[src/rtl/bp_vcache_refill_ctrl_if.sv]
// rtl/bp_vcache_refill_ctrl_if.sv - victim-cache hit intake, UCE interlock and D$ write port bundle
interface bp_vcache_refill_ctrl_if #(
  parameter int block_width_p = 512,
  parameter int ptag_width_p  = 28,
  parameter int stat_width_p  = 8,
  parameter int sets_p        = 64,
  parameter int assoc_p       = 8,
  parameter int count_width_p = 16
);
  localparam int index_width_lp = $clog2(sets_p);
  localparam int way_width_lp   = $clog2(assoc_p);

  // victim cache side
  logic                      vc_hit_v_i;
  logic                      vc_hit_ready_o;
  logic [block_width_p-1:0]  vc_data_i;
  logic [ptag_width_p-1:0]   vc_tag_i;
  logic [stat_width_p-1:0]   vc_stat_i;
  logic [index_width_lp-1:0] vc_index_i;
  logic [way_width_lp-1:0]   vc_way_i;
  logic                      vc_remove_o;

  // UCE interlock and flush
  logic                      uce_busy_i;
  logic                      uce_hold_o;
  logic                      flush_i;

  // D$ write port
  logic                      wr_v_o;
  logic [1:0]                wr_sel_o;
  logic [index_width_lp-1:0] wr_index_o;
  logic [way_width_lp-1:0]   wr_way_o;
  logic [block_width_p-1:0]  wr_data_o;
  logic                      wr_yumi_i;

  // status
  logic                      complete_o;
  logic [count_width_p-1:0]  refill_count_o;

  modport slave (
    input  vc_hit_v_i, vc_data_i, vc_tag_i, vc_stat_i, vc_index_i, vc_way_i,
    input  uce_busy_i, flush_i, wr_yumi_i,
    output vc_hit_ready_o, vc_remove_o, uce_hold_o,
    output wr_v_o, wr_sel_o, wr_index_o, wr_way_o, wr_data_o,
    output complete_o, refill_count_o
  );

  modport master (
    output vc_hit_v_i, vc_data_i, vc_tag_i, vc_stat_i, vc_index_i, vc_way_i,
    output uce_busy_i, flush_i, wr_yumi_i,
    input  vc_hit_ready_o, vc_remove_o, uce_hold_o,
    input  wr_v_o, wr_sel_o, wr_index_o, wr_way_o, wr_data_o,
    input  complete_o, refill_count_o
  );
endinterface

[src/rtl/bp_vcache_refill_ctrl.sv]
// rtl/bp_vcache_refill_ctrl.sv - replays a victim-cache hit into the D$ as data, tag, stat writes
module bp_vcache_refill_ctrl #(
  parameter int block_width_p = 512,
  parameter int ptag_width_p  = 28,
  parameter int stat_width_p  = 8,
  parameter int sets_p        = 64,
  parameter int assoc_p       = 8,
  parameter int count_width_p = 16
) (
  input logic                   clk_i,
  input logic                   reset_i,
  bp_vcache_refill_ctrl_if.slave bus
);
  localparam int index_width_lp = $clog2(sets_p);
  localparam int way_width_lp   = $clog2(assoc_p);

  typedef enum logic [2:0] {IDLE, DATA, TAG, STAT, DONE} state_e;

  state_e                    state_q, state_d;
  logic [block_width_p-1:0]  data_q;
  logic [ptag_width_p-1:0]   tag_q;
  logic [stat_width_p-1:0]   stat_q;
  logic [index_width_lp-1:0] index_q;
  logic [way_width_lp-1:0]   way_q;
  logic [count_width_p-1:0]  count_q;

  logic ready;
  logic accept;

  // Ready only when idle and nobody else owns or is flushing the fill ports
  assign ready  = (state_q == IDLE) & ~bus.uce_busy_i & ~bus.flush_i;
  assign accept = bus.vc_hit_v_i & ready;

  // State register
  always_ff @(posedge clk_i or posedge reset_i) begin
    if (reset_i) state_q <= IDLE;
    else         state_q <= state_d;
  end

  // Hit payload capture on accept
  always_ff @(posedge clk_i or posedge reset_i) begin
    if (reset_i) begin
      data_q  <= '0;
      tag_q   <= '0;
      stat_q  <= '0;
      index_q <= '0;
      way_q   <= '0;
    end else if (accept) begin
      data_q  <= bus.vc_data_i;
      tag_q   <= bus.vc_tag_i;
      stat_q  <= bus.vc_stat_i;
      index_q <= bus.vc_index_i;
      way_q   <= bus.vc_way_i;
    end
  end

  // Serviced-refill counter; an aborted DONE does not count
  always_ff @(posedge clk_i or posedge reset_i) begin
    if (reset_i)                                count_q <= '0;
    else if (state_q == DONE && !bus.flush_i)   count_q <= count_q + 1'b1;
  end

  // Next state: each write advances only on yumi, flush aborts any active state
  always_comb begin
    state_d = state_q;
    case (state_q)
      IDLE: if (accept) state_d = DATA;
      DATA: if (bus.flush_i) state_d = IDLE; else if (bus.wr_yumi_i) state_d = TAG;
      TAG:  if (bus.flush_i) state_d = IDLE; else if (bus.wr_yumi_i) state_d = STAT;
      STAT: if (bus.flush_i) state_d = IDLE; else if (bus.wr_yumi_i) state_d = DONE;
      DONE: state_d = IDLE;
      default: state_d = IDLE;
    endcase
  end

  // Outputs: write payload held from registers so it cannot change while waiting for yumi
  always_comb begin
    bus.wr_v_o     = 1'b0;
    bus.wr_sel_o   = 2'd0;
    bus.wr_index_o = '0;
    bus.wr_way_o   = '0;
    bus.wr_data_o  = '0;
    bus.complete_o = 1'b0;
    case (state_q)
      DATA: begin
        bus.wr_v_o    = 1'b1;
        bus.wr_sel_o  = 2'd0;
        bus.wr_data_o = data_q;
      end
      TAG: begin
        bus.wr_v_o    = 1'b1;
        bus.wr_sel_o  = 2'd1;
        bus.wr_data_o = block_width_p'(tag_q);
      end
      STAT: begin
        bus.wr_v_o    = 1'b1;
        bus.wr_sel_o  = 2'd2;
        bus.wr_data_o = block_width_p'(stat_q);
      end
      DONE: bus.complete_o = ~bus.flush_i;
      default: ;
    endcase
    if (bus.wr_v_o) begin
      bus.wr_index_o = index_q;
      bus.wr_way_o   = way_q;
    end
  end

  // Hold covers the accept cycle so the UCE cannot start on the same edge
  assign bus.vc_hit_ready_o = ready;
  assign bus.vc_remove_o    = accept;
  assign bus.uce_hold_o     = (state_q != IDLE) | accept;
  assign bus.refill_count_o = count_q;
endmodule

[src/flat_wrapper.sv]
// flat-port wrapper written by rule: the top's interface ports become plain ports
module bp_vcache_refill_ctrl_flat 
#(
  parameter int block_width_p = 512,
  parameter int ptag_width_p  = 28,
  parameter int stat_width_p  = 8,
  parameter int sets_p        = 64,
  parameter int assoc_p       = 8,
  parameter int count_width_p = 16
)
  (clk_i, reset_i, bus_vc_hit_v_i, bus_vc_data_i, bus_vc_tag_i, bus_vc_stat_i, bus_vc_index_i, bus_vc_way_i, bus_uce_busy_i, bus_flush_i, bus_wr_yumi_i, bus_vc_hit_ready_o, bus_vc_remove_o, bus_uce_hold_o, bus_wr_v_o, bus_wr_sel_o, bus_wr_index_o, bus_wr_way_o, bus_wr_data_o, bus_complete_o, bus_refill_count_o);
  bp_vcache_refill_ctrl_if #(.block_width_p(block_width_p), .ptag_width_p(ptag_width_p), .stat_width_p(stat_width_p), .sets_p(sets_p), .assoc_p(assoc_p), .count_width_p(count_width_p)) bus_i ();
  input logic clk_i;
  input logic reset_i;
  input wire logic [$bits(bus_i.vc_hit_v_i)-1:0] bus_vc_hit_v_i;
  input wire logic [$bits(bus_i.vc_data_i)-1:0] bus_vc_data_i;
  input wire logic [$bits(bus_i.vc_tag_i)-1:0] bus_vc_tag_i;
  input wire logic [$bits(bus_i.vc_stat_i)-1:0] bus_vc_stat_i;
  input wire logic [$bits(bus_i.vc_index_i)-1:0] bus_vc_index_i;
  input wire logic [$bits(bus_i.vc_way_i)-1:0] bus_vc_way_i;
  input wire logic [$bits(bus_i.uce_busy_i)-1:0] bus_uce_busy_i;
  input wire logic [$bits(bus_i.flush_i)-1:0] bus_flush_i;
  input wire logic [$bits(bus_i.wr_yumi_i)-1:0] bus_wr_yumi_i;
  output wire logic [$bits(bus_i.vc_hit_ready_o)-1:0] bus_vc_hit_ready_o;
  output wire logic [$bits(bus_i.vc_remove_o)-1:0] bus_vc_remove_o;
  output wire logic [$bits(bus_i.uce_hold_o)-1:0] bus_uce_hold_o;
  output wire logic [$bits(bus_i.wr_v_o)-1:0] bus_wr_v_o;
  output wire logic [$bits(bus_i.wr_sel_o)-1:0] bus_wr_sel_o;
  output wire logic [$bits(bus_i.wr_index_o)-1:0] bus_wr_index_o;
  output wire logic [$bits(bus_i.wr_way_o)-1:0] bus_wr_way_o;
  output wire logic [$bits(bus_i.wr_data_o)-1:0] bus_wr_data_o;
  output wire logic [$bits(bus_i.complete_o)-1:0] bus_complete_o;
  output wire logic [$bits(bus_i.refill_count_o)-1:0] bus_refill_count_o;
  assign bus_i.vc_hit_v_i = bus_vc_hit_v_i;
  assign bus_i.vc_data_i = bus_vc_data_i;
  assign bus_i.vc_tag_i = bus_vc_tag_i;
  assign bus_i.vc_stat_i = bus_vc_stat_i;
  assign bus_i.vc_index_i = bus_vc_index_i;
  assign bus_i.vc_way_i = bus_vc_way_i;
  assign bus_i.uce_busy_i = bus_uce_busy_i;
  assign bus_i.flush_i = bus_flush_i;
  assign bus_i.wr_yumi_i = bus_wr_yumi_i;
  assign bus_vc_hit_ready_o = bus_i.vc_hit_ready_o;
  assign bus_vc_remove_o = bus_i.vc_remove_o;
  assign bus_uce_hold_o = bus_i.uce_hold_o;
  assign bus_wr_v_o = bus_i.wr_v_o;
  assign bus_wr_sel_o = bus_i.wr_sel_o;
  assign bus_wr_index_o = bus_i.wr_index_o;
  assign bus_wr_way_o = bus_i.wr_way_o;
  assign bus_wr_data_o = bus_i.wr_data_o;
  assign bus_complete_o = bus_i.complete_o;
  assign bus_refill_count_o = bus_i.refill_count_o;
  bp_vcache_refill_ctrl #(.block_width_p(block_width_p), .ptag_width_p(ptag_width_p), .stat_width_p(stat_width_p), .sets_p(sets_p), .assoc_p(assoc_p), .count_width_p(count_width_p)) u_core (.clk_i(clk_i), .reset_i(reset_i), .bus(bus_i));
endmodule
[config.mk]
export PLATFORM = sky130hd
export DESIGN_NAME = bp_vcache_refill_ctrl_flat
export DESIGN_NICKNAME = d
export VERILOG_FILES = /design/src/rtl/bp_vcache_refill_ctrl_if.sv /design/src/rtl/bp_vcache_refill_ctrl.sv /design/src/flat_wrapper.sv
export SDC_FILE = /design/constraint.sdc
export NUM_CORES = 2
export LEC_CHECK = 0
export CORE_AREA = 2 2 427 429
export CTS_CLUSTER_SIZE = 8
export DETAILED_ROUTE_END_ITERATION = 8
export DIE_AREA = 0 0 429 431
export PLACE_DENSITY = 0.46
export SLEW_MARGIN = 20
export SYNTH_ARGS = -nofsm -noshare
export SYNTH_HDL_FRONTEND = slang
export SYNTH_SLANG_ARGS = --single-unit
export TNS_END_PERCENT = 5
[constraint.sdc]
create_clock -name clk_i -period 35.8 [get_ports clk_i]
set_input_delay 3.58 -clock clk_i [delete_from_list [all_inputs] [get_ports clk_i]]
set_output_delay 3.58 -clock clk_i [all_outputs]
set_load 0.03 [all_outputs]
* Yosys cells after proc, flatten, opt, wreduce, memory -nomap -nowiden
Index checks and enable logic that the tools add are counted.
W data, S select, Z words.
** Word-level totals
- Flip-flop bits (word level) :: 576
- Bits in latches :: 0
- RAM bits :: 0
- ROM bits :: 0
- Input bits :: 563
- Output and inout port bits :: 544
- Word-level logic and storage cells :: 42
- Memories :: 0
** Operators by class
- $add $sub $neg :: 1
- Multiply operators :: 0
- Div/mod/pow operators :: 0
- Magnitude comparators :: 0
- Equality and inequality tests :: 8
- Shift operators :: 0
- Muxes and demuxes :: 14
- Bitwise logic cells :: 6
- Reduce and logical (&&, ||, !) cells :: 6
** Operators by type and width (count)
- $pmux W512 S3 :: 1
- $mux W3 :: 8
- $add A16 B1 Y16 const B :: 1
- $pmux W3 S4 :: 1
- $ne A3 B3 Y1 const B :: 3
- $eq A3 B2 Y1 const B :: 2
- $mux W6 :: 1
- $pmux W2 S2 :: 1
- $reduce_and A4 Y1 :: 1
- $and A1 B1 Y1 :: 3
- $eq A3 B1 Y1 const B :: 1
- $eq A3 B3 Y1 const B :: 1
- $logic_not A3 Y1 :: 1
- $reduce_bool A3 Y1 :: 1
- $reduce_or A3 Y1 :: 1
- $mux W1 :: 2
- $ne A2 B1 Y1 const B :: 1
- $not A1 Y1 :: 2
- $logic_and A1 B1 Y1 :: 1
- $logic_not A1 Y1 :: 1
- $or A1 B1 Y1 :: 1

* Depth between registers and ports, before layout
- Depth in word-level cells :: 6
- Depth in mapped cells :: 7
- Gate-level depth less buffers :: 5

* Worst setup path after synthesis
No wires, ideal clock.
- Path type :: input port to output port
- Start point :: input bus_flush_i
- End point :: output bus_vc_remove_o
- Data arrival time :: 4.750 ns
- Required time :: 32.220 ns
- Path slack :: 27.470 ns
- Cell stages on the path :: 5
- Path through :: nor4b_4 nand2_2 inv_6 buf_6 buf_6
** On the way
- Longest elaborated chain between the ends :: 3
** Ends and longest elaborated chain
- from (decl) :: RTL line flat_wrapper.sv:22 : input wire logic [$bits(bus_i.flush_i)-1:0] bus_flush_i;
- $not A1 Y1 :: RTL line bp_vcache_refill_ctrl.sv:31 : assign ready = (state_q == IDLE) & ~bus.uce_busy_i & ~bus.flush_i;
- $and A1 B1 Y1 :: RTL line bp_vcache_refill_ctrl.sv:31
- $and A1 B1 Y1 :: RTL line bp_vcache_refill_ctrl.sv:32 : assign accept = bus.vc_hit_v_i & ready;
- to (decl) :: RTL line flat_wrapper.sv:25 : output wire logic [$bits(bus_i.vc_remove_o)-1:0] bus_vc_remove_o;
No other way between the ends.

* Final worst setup path
Same ends and word-level chain as after synthesis.

==> summary.txt <==
Mean instance size in the synthesized netlist - 15.0 um^2
Top library cells by usage in the layout, fill and taps aside - 1106 x sky130_fd_sc_hd__clkdlybuf4s50_1, 576 x sky130_fd_sc_hd__dfrtp_1, 500 x sky130_fd_sc_hd__mux2_4
Post-synthesis cell count - 1852
Final weighted congestion in routability-driven placement - 0.860
Share of synthesized area occupied by flip-flops and latches - 51.8%
Final cell count without fillers - 5348
Post-CTS resize count - 0
FF-to-FF Start - u_core.state_q[0]
Max-capacitance violation count - 0
Final count of hold timing violations - 0
Pin count of the biggest net entering global routing - 122
Most common cell after layout, fill and taps aside - sky130_fd_sc_hd__clkdlybuf4s50_1
Residual DRC - 0
Post-Place Cells - 5228
Number of clock buffers inserted by TritonCTS - 85
LEAKAGE - 17.8 nW
TritonCTS clock tree - built
Nets in the synthesized netlist - 2416
Half-perimeter wire length after detailed placement - 91700 um
Cell Area, Synth - 27800 um^2
Power density normalized to cell area - 54.2 nW/um^2
Clock latency of the later-clocked register in the worst-skew pair - 710 ps
Setup-failing EPs final - 0
PortBufs - 1106
Number of optimization iterations in the first detailed-route pass - 4
Largest vdd supply drop - 36.5 uV
Share of final-layout standard cells stronger than drive strength 1 - 23.4%
Worst relative slew slack - 26.3%
Count of hold buffers inserted by post-cts repair - 0
Number of antenna violations at the first check in global routing - 40
Net total in the final layout - 3509
Per-cell via count in the routed design - 3.46
RSZ-0062 raised after global routing - false
Count of final max-slew check failures - 0
GR Overflow Total - 0
Drt total wl - 120000 um
Run status - finished clean
Layout Area Growth over Synthesis - 55.4%
Maximum fanout along the worst path - 54
Final cell area excluding filler cells - 43300 um^2
Starting Density - 15.5%
Cell area after placement - 40800 um^2
Area used by multi-input combinational logic - 12000 um^2
Number of violations reported at the end of detailed-routing iteration 0 - 699
Core Area - 180000 um^2
Maximum clock insertion buffer count - 3
Root Driver - sky130_fd_sc_hd__clkbuf_16
Worst Path Class, Setup - in -> out
Post-synthesis register bit count - 576
Worst path arrival time - 5920 ps
Area of the die - 185000 um^2
Timing startpoint of the critical path - bus_flush_i
Fill cell total of the finished layout - 19000
Number of library cell types mapped by synthesis - 35
Worst Setup Start Kind - primary input
Number of global-route vias before repair - 19700
Wire length of the first global-routing pass - 165000 um
Max frequency - 105 MHz
Routed WL per cell - 22.5 um
Antenna Violating Nets Remaining - 0
Post-CTS clock slew at the launch and capture registers of the worst setup and hold paths - 50 ps
Shortest clock period the worst path allows after layout - 9500 ps
Storage element area - 14400 um^2
Tcrit/Tclk final - 26.5%
Slew at the pin closest to its max-slew limit - 1100 ps
TNS Setup - 0 ps
Final standard cell utilization of the core - 24.0%
I/O Pins - 1107
Setup bufs post-CTS - 0
Total routing resource utilization after global routing - 12.6%
Required time worst endpoint - 32220 ps
Launch point of the worst hold path - u_core.bus.refill_count_o[15]
TritonCTS Sinks - 576
Via total after detailed routing - 18500
Maximum level of the CTS H-tree - 3
Die extent in x - 429 um
Hold WC Path Type - reg -> reg
Setup clock skew after layout - 26.2 ps
Height of the die - 431 um
Row Count - 156
Crit path capture type - primary output
Number of warnings reported in the yosys synthesis log - 0
## per-stage QoR
stage	power [mW]	worst slack, ps	hold slack (ps)
after floorplan	1.30	16110	449
final	2.34	26300	480
after global routing	2.46	26190	498
after detailed placement	1.57	26260	466
after CTS	2.39	26250	479
after global placement	1.56	26220	461
## flip-flops by register name (all words and copies together), names as in the netlist
name and cells:
u_core.data_q 512, u_core.tag_q 28, u_core.stat_q 8, u_core.index_q 6
u_core.way_q 3, u_core.state_q 3, u_core.bus.refill_count_o 16
## worst max-delay path, cell delays in order
cell	delay, ps
sky130_fd_sc_hd__clkdlybuf4s50_1	590
sky130_fd_sc_hd__nor4b_4	370
sky130_fd_sc_hd__nand2_2	220
sky130_fd_sc_hd__clkinv_16	280
sky130_fd_sc_hd__clkdlybuf4s50_1	830
## Yosys cell counts, drive strengths merged
cell type | instances | area (um^2)
nand3 | 3 | 15.0
mux2 | 566 | 8250
nor3 | 1 | 5.00
nand4 | 4 | 25.0
nand3b | 1 | 7.51
nor3b | 1 | 7.51
a22o | 20 | 175
inv | 2 | 12.5
nor2 | 11 | 43.8
nor2b | 2 | 12.5
buf | 67 | 1190
mux2i | 1 | 10.0
and3 | 3 | 18.8
ha | 1 | 12.5
xor2 | 5 | 43.8
dfrtp | 576 | 14400
or2 | 1 | 6.26
xnor2 | 11 | 96.3
nand2 | 7 | 28.8
nor4b | 3 | 56.3
clkbuf | 58 | 219
a22oi | 8 | 60.1
and2 | 494 | 3090
and4 | 5 | 43.8
a21oi | 1 | 5.00
## routing by layer
metal,vias up,part of all wire [%],track usage [%]
met5,-,0.046,0
met4,8,2.2,3.81
met3,164,7.4,3.93
met2,666,49,21.3
met1,9264,41,15.3
li1,8406,-,-
## layout make-up
class | instances | share of cell area [%]
well taps | 2370 | 6.85
repair buffers | 1131 | 26.1
inverters | 2 | 0.0954
clock inverters | 10 | 0.567
diodes | 15 | 0.0868
multi-input cells | 1149 | 27.8
flip-flops and latches | 576 | 33.3
clock buffers | 95 | 5.17
## power by group
part           switching, mW  internal, mW  total (mW)
Clock                  0.329         0.461       0.790
Combinational          0.251         0.368       0.619
Sequential             0.119         0.816       0.935
## logic make-up after synthesis
kind of cell	after synthesis	synth area share [%]
compound gates	29	0.863
buf+inv	127	5.10
simple gates	536	12.1
flops	576	51.8
fa+ha+maj	1	0.0449
xor+xnor	16	0.503
mux	567	29.7
## path summary, 6_finish.rpt
| check | end | slack, ps | cells after the start |
|---|---|---|---|
| max | bus_vc_remove_o | 26300 | 5 |
| min | u_core.bus.refill_count_o[15] | 480 | 1 |
| max reg2reg | u_core.data_q[102] | 31150 | 9 |
| min reg2reg | u_core.bus.refill_count_o[15] | 480 | 1 |
| max in group asynchronous | u_core.data_q[152] | 29400 | 5 |
| min in group asynchronous | u_core.data_q[489] | 3400 | 2 |
Power figures use the tool's default switching activity.
